[config.mk]
export PLATFORM = sky130hd
export DESIGN_NAME = timing_sequencer
export DESIGN_NICKNAME = d
export VERILOG_FILES = /design/src/rtl/timing_sequencer.sv
export SDC_FILE = /design/constraint.sdc
export NUM_CORES = 1
export LEC_CHECK = 0
export BUFFER_PORTS_ARGS = -buffer_cell sky130_fd_sc_hd__buf_2
export CORE_MARGIN = 2
export CORE_UTILIZATION = 25
export DETAILED_ROUTE_END_ITERATION = 8
export PLACE_DENSITY = 0.5
export SLEW_MARGIN = 20
export SYNTH_ARGS = -nofsm -noshare
export SYNTH_HDL_FRONTEND = slang
export SYNTH_SLANG_ARGS = --single-unit
[constraint.sdc]
create_clock -name SIM_CLK -period 2.75 [get_ports SIM_CLK]
set_input_delay 0.275 -clock SIM_CLK [delete_from_list [all_inputs] [get_ports SIM_CLK]]
set_output_delay 0.275 -clock SIM_CLK [all_outputs]
set_load 0.005 [all_outputs]
[src/rtl/timing_sequencer.sv]
// Triple-redundant phase/bit/syllable timing sequencer with 2-of-3 voting.
// Optional per-channel miscompare flags are enabled with `define TIMING_MISCOMPARE_EN.
module timing_sequencer #(
    parameter int PHASES       = 4,
    parameter int BITS_PER_SYL = 14
) (
    input  logic       SIM_CLK,
    input  logic       SIM_RST,
    input  logic [2:0] ADV,
    input  logic       GO,
    input  logic       HALT,
    input  logic       ERR_CLR,
    output logic       RUN,
    output logic       HALT_ACK,
    output logic [1:0] PHASE,
    output logic [3:0] BIT,
    output logic       SYL,
    output logic       WORD_END,
    output logic [2:0] CH_ERR
);

    localparam logic [1:0] PHASE_LAST = 2'(PHASES - 1);
    localparam logic [3:0] BIT_LAST   = 4'(BITS_PER_SYL - 1);
    localparam logic [6:0] TERMINAL   = {1'b1, BIT_LAST, PHASE_LAST};

    typedef enum logic [1:0] {
        ST_IDLE,
        ST_RUN,
        ST_STOPPING
    } state_t;

    state_t           state_q;
    state_t           state_d;
    logic [2:0][6:0]  ch_q;
    logic [2:0][6:0]  ch_d;
    logic [6:0]       voted;
    logic [6:0]       voted_inc;
    logic             adv_event;
    logic             counting;
    logic             wrap;
    logic             load_zero;
    logic             halt_done;
    logic             word_end_q;
    logic             halt_ack_q;

    function automatic logic [6:0] majority(input logic [6:0] a,
                                            input logic [6:0] b,
                                            input logic [6:0] c);
        return (a & b) | (a & c) | (b & c);
    endfunction

    // Word layout is {SYL, BIT, PHASE}; the terminal word rolls over to zero
    // because SYL toggles back from 1 at the same time BIT and PHASE clear.
    function automatic logic [6:0] inc_word(input logic [6:0] w);
        logic       s;
        logic [3:0] b;
        logic [1:0] p;
        {s, b, p} = w;
        if (p == PHASE_LAST) begin
            p = '0;
            if (b == BIT_LAST) begin
                b = '0;
                s = ~s;
            end else begin
                b = b + 4'd1;
            end
        end else begin
            p = p + 2'd1;
        end
        return {s, b, p};
    endfunction

    assign voted     = majority(ch_q[0], ch_q[1], ch_q[2]);
    assign voted_inc = inc_word(voted);
    assign adv_event = (ADV[0] & ADV[1]) | (ADV[0] & ADV[2]) | (ADV[1] & ADV[2]);
    assign counting  = (state_q == ST_RUN) || (state_q == ST_STOPPING);
    assign wrap      = counting && adv_event && (voted == TERMINAL);

    always_comb begin
        state_d   = state_q;
        load_zero = 1'b0;
        halt_done = 1'b0;
        case (state_q)
            ST_IDLE: begin
                if (GO) begin
                    state_d   = ST_RUN;
                    load_zero = 1'b1;
                end
            end
            ST_RUN: begin
                if (HALT && wrap) begin
                    state_d   = ST_IDLE;
                    halt_done = 1'b1;
                end else if (HALT) begin
                    state_d = ST_STOPPING;
                end
            end
            ST_STOPPING: begin
                if (wrap) begin
                    state_d   = ST_IDLE;
                    halt_done = 1'b1;
                end
            end
            default: state_d = ST_IDLE;
        endcase
    end

    // Each advancing channel takes the increment of the vote, so a lagging
    // channel is pulled back into line on its next own advance strobe.
    always_comb begin
        ch_d = ch_q;
        for (int i = 0; i < 3; i++) begin
            if (load_zero) begin
                ch_d[i] = '0;
            end else if (counting && ADV[i]) begin
                ch_d[i] = voted_inc;
            end
        end
    end

    always_ff @(posedge SIM_CLK or negedge SIM_RST) begin
        if (!SIM_RST) begin
            state_q    <= ST_IDLE;
            ch_q       <= '0;
            word_end_q <= 1'b0;
            halt_ack_q <= 1'b0;
        end else begin
            state_q    <= state_d;
            ch_q       <= ch_d;
            word_end_q <= wrap;
            halt_ack_q <= halt_done;
        end
    end

`ifdef TIMING_MISCOMPARE_EN
    logic [6:0] voted_d;
    logic [2:0] mis;
    logic [2:0] err_q;

    // Flags reflect the channel words being loaded on this edge.
    always_comb begin
        voted_d = majority(ch_d[0], ch_d[1], ch_d[2]);
        mis     = '0;
        for (int i = 0; i < 3; i++) begin
            mis[i] = (ch_d[i] != voted_d);
        end
    end

    always_ff @(posedge SIM_CLK or negedge SIM_RST) begin
        if (!SIM_RST) begin
            err_q <= '0;
        end else begin
            err_q <= mis | (err_q & ~{3{ERR_CLR}});
        end
    end

    assign CH_ERR = err_q;
`else
    logic unused_err_clr;
    assign unused_err_clr = ERR_CLR;
    assign CH_ERR         = '0;
`endif

    assign RUN              = counting;
    assign HALT_ACK         = halt_ack_q;
    assign WORD_END         = word_end_q;
    assign {SYL, BIT, PHASE} = voted;

endmodule

==> summary.md <==
| Metric | Value |
|---|---|
| Placed Cells | 229 |
| Clock Tree Buf Depth | 2 |
| Util after Layout | 29.0% |
| Remaining DRCs | 0 |
| Mux share of post-synthesis cell area | 0.711% |
| Worst Setup Slack, final | 771 ps |
| First-pass GRT wire length | 5190 um |
| Worst hold path class | input port to asynchronous set/reset pin |
| CP Buf/Inv Count | 1 |
| Final setup viols | 0 |
| Async set-reset flop share out of synthesis | 100% |
| Max_cap viols | 0 |
| PostCTS Resize Cnt | 0 |
| Sw Pwr | 0.650 mW |
| Most frequent cell after synthesis | dfrtp_1 |
| Rel. slew slack | 61.5% |
| Measured slew at the worst slew-check pin | 577 ps |
| Flop and latch count out of synthesis | 25 |
| Req. time, crit path | 2900 ps |
| Die height | 79.0 um |
| Postcts setup bufs | 0 |
| R2r setup slk | 770 ps |
| Max stage delay on crit path | 390 ps |
| Worst R2R Start | ch_q[10] |
| Diodes inserted | 0 |
| Cells along the critical path | maj3_2 -> inv_1 -> ha_1 -> and3_1 -> o31ai_1 -> a21oi_1 -> a21oi_1 |
| Syn Area/Cell | 9.51 um^2 |
| DR iter-0 viols | 40 |
| Power per Cell Area | 952 mW/mm^2 |
| Starting density of the core | 25.7% |
| Inserted Clock Buffers | 3 |
| Hold-fix buffers at CTS | 0 |
| Setup CP Type | flop to flop |
| Crit start category | flop |
| Simple-Gate Fraction of Synth Area | 17.7% |
| Worst Reg2Reg Path Length in Cells | 7 |
| Pleak | 0.711 nW |
| Final hold violation count | 25 |
| Distinct cells, synth | 35 |
| Setup TNS | 0 ps |
| Post-synth top flop | dfrtp_1 |
| P_int | 0.860 mW |
| Detailed placer's ending HPWL | 2230 um |
| Die area | 0.00625 mm^2 |
| Cell family with most CP delay | adder cells |
| Via Count | 1,088 |
| Sequential share of power | 38.0% |
| Skew final | 2.32 ps |
| Routed Antenna Nets | 0 |
| Post-layout net count | 176 |
| Ys Warns | 0 |
| Routed vias/inst | 4.67 |
| Synth top cells by count | dfrtp_1 (25), a21oi_1 (21), nand2_1 (19) |
| Clock Tree Root | clkbuf_8 |
| Outcome | finished, violations left |
| Cell Area, Placed | 0.00154 mm^2 |
| RSZ-0062 raised after global routing | no |
| Initial antenna violation count | 0 |
| Crit Reg-Reg Endpoint | ch_q[18] |
| Synth Area in XOR/XNOR | 0.622% |
| Dominant cell type by area after synthesis | dfrtp_1 |
| Layout cells sized above 1 | 17.4% |
| Clock sinks | 25 |
| CP Capture Type | flop |
| Combinational family with the most area after synthesis | compound AO/OA/AOI/OAI gates |
| Final instance area | 0.00159 mm^2 |
| Tot Pwr | 1.51 mW |
| Row cnt | 27 |
| All-layer global routing usage | 10.7% |
| Failing checks | hold timing |
| CP max FO | 6 |
| Number of flops mapped to enable cells by yosys | 0 |
| Dominant cells by area after synthesis | dfrtp_1 (44%), a21oi_1 (7.5%), ha_1 (5.3%) |
| Gate power share | 47.0% |
| Clock power share | 15.0% |
| Pre-antenna DRT Iters | 4 |
| Pin count of the biggest net entering global routing | 26 |
| Crit-path most repeated cell | a21oi_1 |
| Final wirelength | 3050 um |
| Wire length per cell | 13.1 um |
| Maximum vdd ir drop | 0.387 mV |
| Synth Area in Adders | 11.6% |
| Vias in the first global route | 984 |
| Die Wd | 79.0 um |
| Fin cells | 233 |
| Num ports | 21 |
| CTS tree | done |
| Crit path max-delay cell type | dfrtp_1 |
| Min Clock Period, post-route | 1980 ps |
| Part of the cycle the worst path needs | 72.0% |
| Area Overhead vs Synth | 12.7% |
| # H-tree levels | 1 |
| Yosys top cell area share | 44.4% |
| Latest clock arrival within the worst-skew pair | 270 ps |
| Synth Area in Compound Gates | 20.4% |
| Clk slew on worst S/H paths | 90 ps |
| Cells after Synth | 148 |
| Worst hold slack | -13.9 ps |
| Final Max Tran Viols | 0 |
| Sw Ratio | 43.0% |
| Overflow after GRT | 0 |
| Core footprint | 0.00547 mm^2 |
| Critical Path AT | 2130 ps |
| Synth Cell Area | 0.00141 mm^2 |
| PortBufs | 16 |
| Setup WS pre-CTS | 785 ps |
| Sequential share of the synthesized area | 44.4% |
| Fmax | 505 MHz |
| Placer congestion estimate | 0.700 |
[power groups by stage]
stage / registers (mW) / clock network, mW / logic [mW]
5_1_grt: 0.592 / 0.252 / 0.815
3_5_place_dp: 0.580 / 0 / 0.718
3_3_place_gp: 0.580 / 0 / 0.705
6_report: 0.574 / 0.226 / 0.710
4_1_cts: 0.575 / 0.233 / 0.717
2_1_floorplan: 0.558 / 0 / 0.552
[layout by cell type (no fill, tap or decap), types with 2 or more instances in the layout]
cell type,count
nor2b_1,3
dfrtp_1,25
o21ai_0,12
maj3_1,4
nand2_1,19
ha_1,6
maj3_2,3
a21oi_1,21
nor3_1,2
o31ai_1,4
nor2_1,5
and2_1,5
conb_1,3
clkbuf_8,3
buf_2,16
a31oi_1,2
nand3_1,6
inv_1,4
[sequential cells by signal, indices dropped and copies added, names as in the netlist]
| signal | flops |
|---|---|
| HALT_ACK | 1 |
| ch_q | 21 |
| WORD_END | 1 |
| state_q | 2 |
[worst max path at each step]
| stage | from | end | slack [ps] | cells past startpoint |
|---|---|---|---|---|
| after floorplan | ch_q[14] | ch_q[19] | 940 | 6 |
| after global placement | ch_q[3] | ch_q[11] | 780 | 7 |
| after detailed placement | ch_q[10] | ch_q[18] | 790 | 7 |
| after CTS | ch_q[10] | ch_q[18] | 760 | 7 |
| after global routing | ch_q[17] | HALT_ACK | 620 | 5 |
| final | ch_q[10] | ch_q[18] | 770 | 7 |
[cell type report]
cell class | count | area (um^2)
Fill cell | 603 | 3890
Multi-Input combinational cell | 112 | 729
Sequential cell | 25 | 626
Tap cell | 72 | 90.1
Timing Repair Buffer | 16 | 80.1
Clock buffer | 3 | 41.3
Inverter | 4 | 15.0
Clock inverter | 1 | 5.00
[kinds of logic after synthesis]
| group | count (synthesis) |
|---|---|
| compound gates | 46 |
| flops | 25 |
| simple gates | 47 |
| mux | 1 |
| xor+xnor | 1 |
| buf+inv | 13 |
| other cells | 1 |
| fa+ha+maj | 14 |
[layer usage]
layer | wire length (um) | GRT usage (%) | up-vias | part of all wire [%]
met4 | 23 | 2.59 | 0 | 0.76
li1 | - | - | 554 | -
met3 | 131 | 2.84 | 2 | 4.3
met2 | 1210 | 14.4 | 22 | 40
met1 | 1680 | 16.7 | 510 | 55
met5 | 0 | 0 | - | 0
No activity file was read; power rests on OpenSTA's default activity.
